### src/rtl/riscv_wb_stage.sv
// Write-back stage: accepts instructions from EX, collects one or two LSU read
// responses for loads, aligns/extends the data and pulses the register-file write port.
module riscv_wb_stage #(
    parameter bit DIFT_EN = 1'b1,
    parameter int TAG_W   = 1
) (
    input  logic             clk,
    input  logic             rst,
    input  logic             ex_valid_i,
    output logic             wb_ready_o,
    input  logic             regfile_we_i,
    input  logic [4:0]       regfile_waddr_i,
    input  logic             load_i,
    input  logic [1:0]       data_type_i,
    input  logic             data_sign_ext_i,
    input  logic [1:0]       data_reg_offset_i,
    input  logic             data_misaligned_i,
    input  logic             data_rvalid_i,
    input  logic [31:0]      data_rdata_i,
    input  logic [TAG_W-1:0] data_rdata_tag_i,
    output logic             regfile_we_o,
    output logic [4:0]       regfile_waddr_o,
    output logic [31:0]      regfile_wdata_o,
    output logic [TAG_W-1:0] regfile_wdata_tag_o,
    output logic             unexp_rvalid_o
);

    localparam logic [1:0] IDLE       = 2'd0;
    localparam logic [1:0] WAIT_FIRST = 2'd1;
    localparam logic [1:0] WAIT_LAST  = 2'd2;

    logic [1:0]       state_reg, state_next;
    logic             we_reg;
    logic [4:0]       waddr_reg;
    logic [1:0]       type_reg;
    logic             sext_reg;
    logic [1:0]       offset_reg;
    logic             misaligned_reg;
    logic [31:0]      rdata1_reg;
    logic [TAG_W-1:0] tag1_reg;

    logic             transfer;
    logic             final_rsp;
    logic [7:0]       d_byte [4];
    logic [15:0]      half_raw;
    logic [7:0]       byte_raw;
    logic [31:0]      result_data;
    logic [TAG_W-1:0] result_tag;

    // Ready in WAIT_LAST only together with the final response, so a new
    // instruction can be taken in the very cycle the current load retires.
    assign wb_ready_o = (state_reg == IDLE) ||
                        ((state_reg == WAIT_LAST) && data_rvalid_i);
    assign transfer   = ex_valid_i && wb_ready_o;
    assign final_rsp  = (state_reg == WAIT_LAST) && data_rvalid_i;

    generate
        for (genvar gi = 0; gi < 4; gi++) begin : g_byte_lane
            assign d_byte[gi] = data_rdata_i[8*gi +: 8];
        end
    endgenerate

    always_comb begin
        half_raw = 16'h0000;
        case (offset_reg)
            2'd0:    half_raw = data_rdata_i[15:0];
            2'd1:    half_raw = data_rdata_i[23:8];
            2'd2:    half_raw = data_rdata_i[31:16];
            default: half_raw = {data_rdata_i[7:0], rdata1_reg[31:24]};
        endcase
    end

    assign byte_raw = d_byte[offset_reg];

    always_comb begin
        result_data = data_rdata_i;
        case (type_reg)
            2'b00: begin
                if (misaligned_reg) begin
                    case (offset_reg)
                        2'd1:    result_data = {data_rdata_i[7:0],  rdata1_reg[31:8]};
                        2'd2:    result_data = {data_rdata_i[15:0], rdata1_reg[31:16]};
                        2'd3:    result_data = {data_rdata_i[23:0], rdata1_reg[31:24]};
                        default: result_data = data_rdata_i;
                    endcase
                end
            end
            2'b01:   result_data = {{16{sext_reg & half_raw[15]}}, half_raw};
            default: result_data = {{24{sext_reg & byte_raw[7]}}, byte_raw};
        endcase
    end

    always_comb begin
        result_tag = misaligned_reg ? (data_rdata_tag_i | tag1_reg) : data_rdata_tag_i;
        if (!DIFT_EN) begin
            result_tag = '0;
        end
    end

    always_comb begin
        state_next = state_reg;
        case (state_reg)
            IDLE: begin
                if (transfer && load_i) begin
                    state_next = data_misaligned_i ? WAIT_FIRST : WAIT_LAST;
                end
            end
            WAIT_FIRST: begin
                if (data_rvalid_i) begin
                    state_next = WAIT_LAST;
                end
            end
            WAIT_LAST: begin
                if (data_rvalid_i) begin
                    if (transfer && load_i) begin
                        state_next = data_misaligned_i ? WAIT_FIRST : WAIT_LAST;
                    end else begin
                        state_next = IDLE;
                    end
                end
            end
            default: state_next = IDLE;
        endcase
    end

    always_ff @(posedge clk or posedge rst) begin
        if (rst) begin
            state_reg      <= IDLE;
            we_reg         <= 1'b0;
            waddr_reg      <= 5'd0;
            type_reg       <= 2'b00;
            sext_reg       <= 1'b0;
            offset_reg     <= 2'd0;
            misaligned_reg <= 1'b0;
            rdata1_reg     <= 32'h0;
            tag1_reg       <= '0;
        end else begin
            state_reg <= state_next;
            if (transfer) begin
                we_reg         <= regfile_we_i;
                waddr_reg      <= regfile_waddr_i;
                type_reg       <= data_type_i;
                sext_reg       <= data_sign_ext_i;
                offset_reg     <= data_reg_offset_i;
                misaligned_reg <= data_misaligned_i;
            end
            if ((state_reg == WAIT_FIRST) && data_rvalid_i) begin
                rdata1_reg <= data_rdata_i;
                tag1_reg   <= data_rdata_tag_i;
            end
        end
    end

    // Address/data/tag only move on an actual write, so they hold the last written value.
    always_ff @(posedge clk or posedge rst) begin
        if (rst) begin
            regfile_we_o        <= 1'b0;
            regfile_waddr_o     <= 5'd0;
            regfile_wdata_o     <= 32'h0;
            regfile_wdata_tag_o <= '0;
            unexp_rvalid_o      <= 1'b0;
        end else begin
            regfile_we_o <= final_rsp && we_reg;
            if (final_rsp && we_reg) begin
                regfile_waddr_o     <= waddr_reg;
                regfile_wdata_o     <= result_data;
                regfile_wdata_tag_o <= result_tag;
            end
            if ((state_reg == IDLE) && data_rvalid_i) begin
                unexp_rvalid_o <= 1'b1;
            end
        end
    end

endmodule

### config.mk
export PLATFORM = sky130hd
export DESIGN_NAME = riscv_wb_stage
export DESIGN_NICKNAME = d
export VERILOG_FILES = /design/src/rtl/riscv_wb_stage.sv
export SDC_FILE = /design/constraint.sdc
export NUM_CORES = 1
export LEC_CHECK = 0
export ABC_AREA = 1
export BUFFER_PORTS_ARGS = -buffer_cell sky130_fd_sc_hd__buf_2
export CAP_MARGIN = 20
export CORE_ASPECT_RATIO = 1.2
export CORE_MARGIN = 3
export CORE_UTILIZATION = 40
export DETAILED_ROUTE_END_ITERATION = 7
export PLACE_DENSITY = 0.57
export SLEW_MARGIN = 20
export SYNTH_ARGS = -nofsm -noshare
export SYNTH_HDL_FRONTEND = slang
export SYNTH_SLANG_ARGS = --single-unit
### constraint.sdc
create_clock -name clk -period 3.7 [get_ports clk]
set_input_delay 0.185 -clock clk [delete_from_list [all_inputs] [get_ports clk]]
set_output_delay 0.185 -clock clk [all_outputs]
set_load 0.03 [all_outputs]
==> results of run 1 <==
[power groups by stage]
stage / Sequential [W] / Clock [W] / Combinational (W)
after global routing: 0.00159 / 0.000858 / 0.00221
after floorplan: 0.00183 / 0 / 0.00110
after detailed placement: 0.00155 / 0 / 0.00199
after CTS: 0.00154 / 0.000822 / 0.00199
final: 0.00154 / 0.000804 / 0.00198
after global placement: 0.00155 / 0 / 0.00197
[worst paths after layout]
kind | endpoint | cells past startpoint | slack [ns] | start
max in group asynchronous | regfile_wdata_o[30] | 3 | 2.78 | rst
hold reg to reg | unexp_rvalid_o | 1 | 0.45 | unexp_rvalid_o
min in group clk | waddr_reg[3] | 3 | 0.04 | regfile_waddr_i[3]
setup reg to reg | regfile_wdata_o[6] | 9 | 0.99 | offset_reg[1]
hold / removal | regfile_waddr_o[0] | 2 | -0.004 | rst
setup / recovery | regfile_wdata_o[6] | 9 | 0.99 | offset_reg[1]
[area by class of cell]
class,count,area share
clock buffer,12,0.0401
multi-input combinational,603,0.446
timing repair buffer,100,0.0890
clock inverter,2,0.00170
inverter,85,0.0543
tap,161,0.0341
sequential,79,0.335
[critical path, stage by stage, from the launching register on]
cell,delay (ns)
dfrtp_1,0.88
inv_2,0.38
nor2_4,0.58
buf_4,0.30
nand2_1,0.06
nand3_1,0.08
nand2_1,0.06
nand3_1,0.12
nand2_1,0.09
nand2_1,0.11
[metrics by stage]
step	hold slack [ns]	cell area [um^2]	std cells
after floorplan	0.294	5180	812
after global placement	0.380	5660	1028
after detailed placement	0.389	5660	1028
after CTS	0.0298	5900	1042
after global routing	0.0392	5900	1042
final	-0.00383	5900	1042
[placed cells by master, fill, tap and decap left out, types with 2 or more instances in the layout]
cell type and n:
dfrtp_1 79, clkbuf_16 9, nand4_1 22, clkinv_2 3
clkbuf_1 3, buf_2 90, o21ai_0 46, inv_1 83
a21oi_1 38, nand3_1 43, buf_4 10, nand3_4 2
o21ai_1 3, or2_2 17, nand2_1 351, nand2_2 2
nor2_1 68, nor2_4 3
[logic make-up (layout without fill, tap and decap cells)]
kind of cell | count (synthesis) | count (layout)
and+or+nand+nor | 512 | 512
buffers and inverters | 130 | 199
AOI/OAI and AO/OA | 90 | 90
DFF | 79 | 79
muxes | 1 | 1
[metal layers]
layer / global-route usage / up-vias / routed length [um]
met5: 0 / - / 0
met4: 0.118 / 0 / 601
met3: 0.0482 / 42 / 1240
met2: 0.401 / 219 / 8070
met1: 0.319 / 2460 / 7190
li1: - / 2640 / -
==> impl_results.md, run 1 <==
* Layout net count at 928
* Vias in the first global route at roughly 5200
* Peak Freq at 369 MHz
* Net Count, Synth at 862
* Fin crit share at 0.733
* Syn avg cell area at ~6.4 um^2
* Switch Pwr at 0.00202 W
* Yosys cell types at 26
* Internal power at approximately 0.0023 W
* Sequential standard cell area at between 1500 and 2000 um^2
* Post-synth EDFFs at 0
* Ratio of cells with drive above 1 in the final layout at 0.162
* Clk_skew at 0.0162 ns
* Sequential area share after synthesis at 0.382
* Power per standard cell area at 734 nW/um^2
* Setup tns final at 0 ns
* DR iter-0 viols at 349
* # resized after CTS at 0
* # setup viols final at 0
* Proportion of netlist area held by the largest area contributor at 0.382
* Vias at around 5400
* Diode count at 0
* Flop pwr share at 0.357
* Yosys top cell by area: dfrtp_1
* Reg clk slew, reported paths at around 0.070 ns
* Simple-Gate Fraction of Synth Area at 0.418
* ANT nets after route at 0
* Initial antenna violation count at 0
* Failing checks: negative hold slack
* Worst IR Drop VDD at ~0.5 mV
* Pre-CTS setup slack at 1.00 ns
* Io pins at 91
* Fin. Hold Viols at 1
* TritonCTS Buffers at 9
* CTS Hold Bufs at 0
* Die width at 110 um
* CP endpoint kind: register
* Main combinational cell family by area after synthesis: simple AND/OR/NAND/NOR gates
* Total track usage at 0.248
* Adder-Cell Fraction of Synth Area at 0
* WHS at -0.00383 ns
* Final core utilization at 0.477
* Commonest cells in the netlist: 351 x nand2_1, 84 x inv_1, 79 x dfrtp_1
* Worst Tran Pin Value at 0.954 ns
* Worst hold path class: primary input to asynchronous set/reset pin
* Area growth from synthesis to layout at 14.0%
* WP data arrival at 3.01 ns
* Num Clock Sinks at 79
* First-pass DRT Iterations at 5
* Via density at 5.14
* Placer congestion estimate at 0.919
* First-pass GRT wire length at 27.0 mm
* Max Cap Violations at 0
* RSZ-0062 raised after global routing: no
* Leak at 3.24 nW
* CP required at 3.99 ns
* Num rows at between 40 and 50
* Gate power share at 0.458
* Crit Path Max Fanout at 23
* Die area at 14400 um^2
* Max reg flops at 32
* CTS root buffer: clkbuf_16
* # fillers at 1342
* Synth Area in XOR/XNOR at 0
* Post-synthesis mux area share at 0.00217
* Cell Area, Synth at around 5200 um^2
* Tmin final at 2.71 ns
* CTS H-tree depth at 3
* Area contributors post-synth: dfrtp_1 38%, nand2_1 25%, inv_1 6.1%
* Gr ovfl total at 0
* I/O Buffers at 90
* Setup WS post-layout at just under 1 ns
* Post-Route WL at 17.1 mm
* Switching part of the total at 0.466
* Status: complete, but fails checks
* Core Region at 12400 um^2
* Cell count after synthesis at 812
* Most frequent cell after synthesis: nand2_1
* Post-synthesis compound-gate area fraction at 0.0884
* Slew margin rel. at 0.364
* Skew-Pair Late Insertion Delay at 0.36 ns
* # DRC at 0
* Slew Viols, Final at 0
* Die Span Y at 131 um
* Clock Power Share at 0.186
* Total power at 0.00433 W
* WL per Instance at 16.4 um
* Pin count of the biggest net entering global routing at 52
* Detailed placer's ending HPWL at 11.5 mm
* Critical path class: register to register
* FF+latch count, synth at between 70 and 80
* Effective utilization at floorplan at 0.418
* Multi-input gate area at 2630 um^2
* CTS max path bufs at 2
* Setup Fix Bufs, Post-CTS at 0
* Main synth FF type: dfrtp_1
* Ys async rst share at 1.00
* Synthesis warning total at 0
* CTS tree: yes
* Startpoint types: register
Power figures use the tool's default switching activity.
==> inputs of run 2 (changes only) <==
--- a/config.mk
+++ b/config.mk
@@ -5,14 +5,14 @@
 export SDC_FILE = /design/constraint.sdc
 export NUM_CORES = 1
 export LEC_CHECK = 0
-export ABC_AREA = 1
+export ABC_AREA = 0
 export BUFFER_PORTS_ARGS = -buffer_cell sky130_fd_sc_hd__buf_2
 export CAP_MARGIN = 20
 export CORE_ASPECT_RATIO = 1.2
 export CORE_MARGIN = 3
 export CORE_UTILIZATION = 40
 export DETAILED_ROUTE_END_ITERATION = 7
-export PLACE_DENSITY = 0.57
+export PLACE_DENSITY = 0.58
 export SLEW_MARGIN = 20
 export SYNTH_ARGS = -nofsm -noshare
 export SYNTH_HDL_FRONTEND = slang
==> constraint.sdc (replaced) <==
create_clock -name clk -period 2.6 [get_ports clk]
set_input_delay 0.13 -clock clk [delete_from_list [all_inputs] [get_ports clk]]
set_output_delay 0.13 -clock clk [all_outputs]
set_load 0.03 [all_outputs]
==> run 2 against run 1 <==
The flow now finishes without violations; cell area down 7.4%; utilization increased by 3.1 points; area after synthesis down 13%; register-to-register slack lost 0.52 ns; critical path type unchanged; highest routed layer unchanged.
==> impl_results.md, run 2 <==
* Status: finished, final reports clean
* Worst R2R Setup Slack at roughly 0.46 ns
* Die width at 103 um
* CTS tree: yes
* Slew margin rel. at 0.494
* Tmin final at 2.14 ns
* Ratio of cells with drive above 1 in the final layout at 0.371
* Pin count of the biggest net entering global routing at 54
* Synthesis warning total at 0
* First-pass GRT wire length at 20.1 mm
* Io pins at 91
* Net Count, Synth at 467
* Via density at approximately 6.0
* Yosys cell types at 42
* Adder-Cell Fraction of Synth Area at 0
* Commonest cells in the netlist: 79 x dfrtp_1, 51 x mux2_2, 36 x nand2_1
* Most frequent cell after synthesis: dfrtp_1
* DR iter-0 viols at 323
* Simple-Gate Fraction of Synth Area at 0.104
* Gr ovfl total at 0
* Max reg flops at 32
* Vias at approximately 3800
* CTS root buffer: clkbuf_16
* Post-synth EDFFs at 0
* Area contributors post-synth: dfrtp_1 44%, mux2_2 13%, mux2i_1 5.5%
* Post-Route WL at 12.8 mm
* Post-synthesis compound-gate area fraction at 0.189
* Startpoint types: register
* Area growth from synthesis to layout at 20.8%
* First-pass DRT Iterations at 5
* Main synth FF type: dfrtp_1
* Cell Area, Synth at 4520 um^2
* Clk_skew at 0.00625 ns
* Proportion of netlist area held by the largest area contributor at 0.437
* Fin. Hold Viols at 0
* Skew-Pair Late Insertion Delay at approximately 0.33 ns
* Detailed placer's ending HPWL at 9.15 mm
* TritonCTS Buffers at 9
* RSZ-0062 raised after global routing: no
* Dpl cells at 619
* Num Clock Sinks at approximately 80
* Pre-CTS setup slack at 0.530 ns
* Diode count at 0
* Worst IR Drop VDD at 0.372 mV
* Leak at about 2.4 nW
* Synth Area in XOR/XNOR at 0
* WP data arrival at 2.40 ns
* Placer congestion estimate at 0.852
* I/O Buffers at 90
* Num rows at about 40
* Effective utilization at floorplan at 0.420
* Power per standard cell area at 1110 nW/um^2
* Setup Fix Bufs, Post-CTS at 0
* Worst hold path class: primary input to register
* Vias in the first global route at 3754
* Final core utilization at 0.507
* # setup viols final at 0
* Critical path class: register to register
* Worst Tran Pin Value at 0.756 ns
* Post-synthesis mux area share at 0.229
* Sequential area share after synthesis at 0.437
* Layout net count at 552
* Most frequent cells in the layout: 90 x buf_2, 78 x dfrtp_1, 51 x mux2_2, 36 x nand2_1, 26 x o21ai_0
* WL per Instance at 20.2 um
* Fin crit share at 0.822
* Initial antenna violation count at 0
* CP required at 2.86 ns
* CTS max path bufs at 2
* Crit Path Max Fanout at 20
* CTS H-tree depth at 3
* Total track usage at 0.206
* Setup WS post-layout at roughly 0.46 ns
* Main combinational cell family by area after synthesis: multiplexers
* Syn avg cell area at ~11 um^2
* Setup tns final at 0 ns
* Peak Freq at 468 MHz
* WHS at 0.0222 ns
* Cell Count, Final, Fillers Out at 636
* Yosys top cell by area: dfrtp_1
* Ys async rst share at 1.00
* Reg clk slew, reported paths at 0.06 ns
* # resized after CTS at 0
* Die Span Y at 123 um
* Cell count after synthesis at 417
* # DRC at 0
* FF+latch count, synth at 79
* Slew Viols, Final at 0
* ANT nets after route at 0
* Core Region at 10800 um^2
* CP endpoint kind: register
* Max Cap Violations at 0
* Commonest non-fill, non-tap cell in the layout: buf_2
* Die area at 12600 um^2
run 2: through the flow:
stage               area [um^2]  power (W)
floorplan                  4520    0.00385
global placement           5110    0.00456
detailed placement         5110    0.00460
CTS                        5470    0.00607
global route               5470    0.00637
finish                     5470    0.00605
run 2: worst max-delay path: stages, from the launching register on:
cell,delay [ns]
dfrtp_1,0.78
nor2_1,0.08
buf_4,0.23
nor2_1,0.60
o211ai_1,0.23
nand3_1,0.14
run 2: layout make-up:
type                            count  area, um^2
Timing Repair Buffer              106         598
Clock buffer                       11         243
Multi-Input combinational cell    301        2360
Fill cell                         979        5310
Clock inverter                      5         104
Tap cell                          129         161
Inverter                            5        21.3
Sequential cell                    79        1980
run 2: cells by family (layout without fill, tap and decap cells):
logic type / count (synthesis) / after routing
buf+inv: 37 / 127
compound gates: 121 / 121
mux: 85 / 85
simple gates: 95 / 95
flops: 79 / 79
run 2: timing repair:
item	CTS	global route
setup endpoints to repair	0	0
hold buffers	1	0
endpoints found under the hold margin	26	0
run 2: final timing paths:
check / cells past startpoint / from / end
max in group asynchronous: 4 / rst / rdata1_reg[28]
min reg2reg: 2 / waddr_reg[2] / regfile_waddr_o[2]
max: 5 / type_reg[1] / regfile_wdata_o[2]
min: 2 / regfile_waddr_i[0] / waddr_reg[0]
max reg2reg: 5 / type_reg[1] / regfile_wdata_o[2]
min in group asynchronous: 3 / rst / waddr_reg[1]
run 2: metal layers:
| layer | track usage | share of wire | up-vias |
|---|---|---|---|
| li1 | - | - | 1747 |
| met1 | 0.309 | 0.46 | 1887 |
| met2 | 0.292 | 0.45 | 192 |
| met3 | 0.0352 | 0.079 | 19 |
| met4 | 0.0874 | 0.016 | 0 |
| met5 | 0 | 0 | - |
run 2: power breakdown:
group | switching, W | total [W] | internal [W] | leakage, nW
Sequential | 0.000395 | 0.00212 | 0.00173 | 0.938
Clock | 0.000494 | 0.00146 | 0.000966 | 0.170
Combinational | 0.00146 | 0.00247 | 0.00101 | 1.31
Total | 0.00235 | 0.00605 | 0.00370 | 2.42
==> inputs of run 3 (changes only) <==
==> constraint.sdc (replaced) <==
create_clock -name clk -period 2.1 [get_ports clk]
set_input_delay 0.105 -clock clk [delete_from_list [all_inputs] [get_ports clk]]
set_output_delay 0.105 -clock clk [all_outputs]
set_load 0.03 [all_outputs]
==> run 3 against run 2 <==
Clock power is essentially flat; combinational power is 29% higher; register-to-register slack worse by 0.26 ns; largest power group unchanged; highest routed layer unchanged.
==> impl_results.md, run 3 (synthesis gave the netlist of run 2 again) <==
* # fillers at between 900 and 1000
* Reg clk slew, reported paths at 0.06 ns
* ANT nets after route at 0
* Worst IR Drop VDD at 0.497 mV
* Max Cap Violations at 0
* Fin. Hold Viols at 0
* Worst hold path class: primary input to register
* Vias in the first global route at about 3700
* Power per standard cell area at 1290 nW/um^2
* Total track usage at 0.218
* Max reg flops at 32
* Setup tns final at 0 ns
* I/O Buffers at 90
* Core Region at 10800 um^2
* Area growth from synthesis to layout at 23.4%
* Worst Tran Pin Value at 0.700 ns
* Io pins at 91
* TritonCTS Buffers at 9
* Multi-input gate area at about 2400 um^2
* First-pass GRT wire length at 21.1 mm
* CTS tree: yes
* Layout net count at 568
* CTS root buffer: clkbuf_16
* Commonest non-fill, non-tap cell in the layout: buf_2
* Placer congestion estimate at 0.821
* Fin crit share at 0.903
* Clk_skew at around 0.0078 ns
* Gr ovfl total at 0
* Num rows at 41
* Slew margin rel. at 0.533
* CTS max path bufs at 2
* Die Span Y at 123 um
* First-pass DRT Iterations at 5
* # setup viols final at 0
* CTS H-tree depth at 3
* Status: finished, final reports clean
* Vias at 3859
* Sequential standard cell area at 1980 um^2
* Crit Path Max Fanout at 40
* Leak at 2.47 nW
* Ratio of cells with drive above 1 in the final layout at 0.375
* Num Clock Sinks at approximately 80
* Die width at 103 um
* CP required at 2.32 ns
* Startpoint types: register
* Critical path class: register to register
* Slew Viols, Final at 0
* DR iter-0 viols at 287
* Via density at 5.92
* Most frequent cells in the layout: 90 x buf_2, 78 x dfrtp_1, 51 x mux2_2, 36 x nand2_1, 26 x o21ai_0
* Die area at 12600 um^2
* Initial antenna violation count at 0
* Skew-Pair Late Insertion Delay at approximately 0.34 ns
* # DRC at 0
* Final core utilization at 0.518
* Pin count of the biggest net entering global routing at 41
* Total power at 0.00722 W
* Effective utilization at floorplan at 0.420
* RSZ-0062 raised after global routing: no
* Post-Route WL at 13.1 mm
* Tmin final at 1.90 ns
* Diode count at 0
* WP data arrival at 2.12 ns
* CP endpoint kind: register
* WL per Instance at 20.1 um
* Detailed placer's ending HPWL at just over 9 mm
* Peak Freq at 528 MHz
## run 3: power breakdown
part           internal, W  switching, W
combinational      0.00132       0.00187
sequential         0.00214      0.000460
clock             0.000801      0.000631
## run 3: critical path: stages (launching register included)
cell and delay [ns]:
dfrtp_2 0.57, buf_12 0.28, nand3b_1 0.34, o22ai_1 0.29
a211oi_1 0.10, o22a_1 0.19
## run 3: final timing paths
kind | from | to | slack [ns] | cells past startpoint
setup reg to reg | offset_reg[1] | regfile_wdata_o[25] | 0.20 | 5
min in group asynchronous | rst | regfile_wdata_o[13] | 0.35 | 3
max in group asynchronous | rst | rdata1_reg[25] | 1.17 | 4
setup / recovery | offset_reg[1] | regfile_wdata_o[25] | 0.20 | 5
hold reg to reg | waddr_reg[1] | regfile_waddr_o[1] | 0.46 | 2
hold / removal | regfile_waddr_i[2] | waddr_reg[2] | 0.01 | 2
## run 3: layout make-up
cell class / instances / share of cell area
repair buffers: 122 / 0.141
clock buffers: 11 / 0.0417
flip-flops and latches: 79 / 0.354
well taps: 129 / 0.0289
inverters: 5 / 0.00426
clock inverters: 5 / 0.00605
multi-input cells: 301 / 0.423
## run 3: layer usage
metal / vias to the layer above / track usage / share of wire
met3: 12 / 0.0370 / 0.064
met2: 170 / 0.315 / 0.44
met5: - / 0 / 0
li1: 1785 / - / -
met1: 1892 / 0.335 / 0.48
met4: 0 / 0.0599 / 0.011
## run 3: stage by stage
| stage | setup WS (ns) | instance area [um^2] | cells | hold slack [ns] |
|---|---|---|---|---|
| after floorplan | 0.201 | 4530 | 417 | 0.256 |
| after global placement | 0.243 | 5220 | 627 | 0.156 |
| after detailed placement | 0.218 | 5220 | 627 | 0.168 |
| after CTS | 0.187 | 5580 | 652 | 0.000981 |
| after global routing | 0.117 | 5580 | 652 | 0.000898 |
| final | 0.205 | 5580 | 652 | 0.0110 |
## run 3: what timing repair did
action | 4_1_cts | 5_1_grt
endpoints found under the setup margin | 0 | 0
hold buffers | 9 | 0
setup buffers | 0 | 0
hold endpoints to repair | 27 | 0
resized for setup | 0 | 0
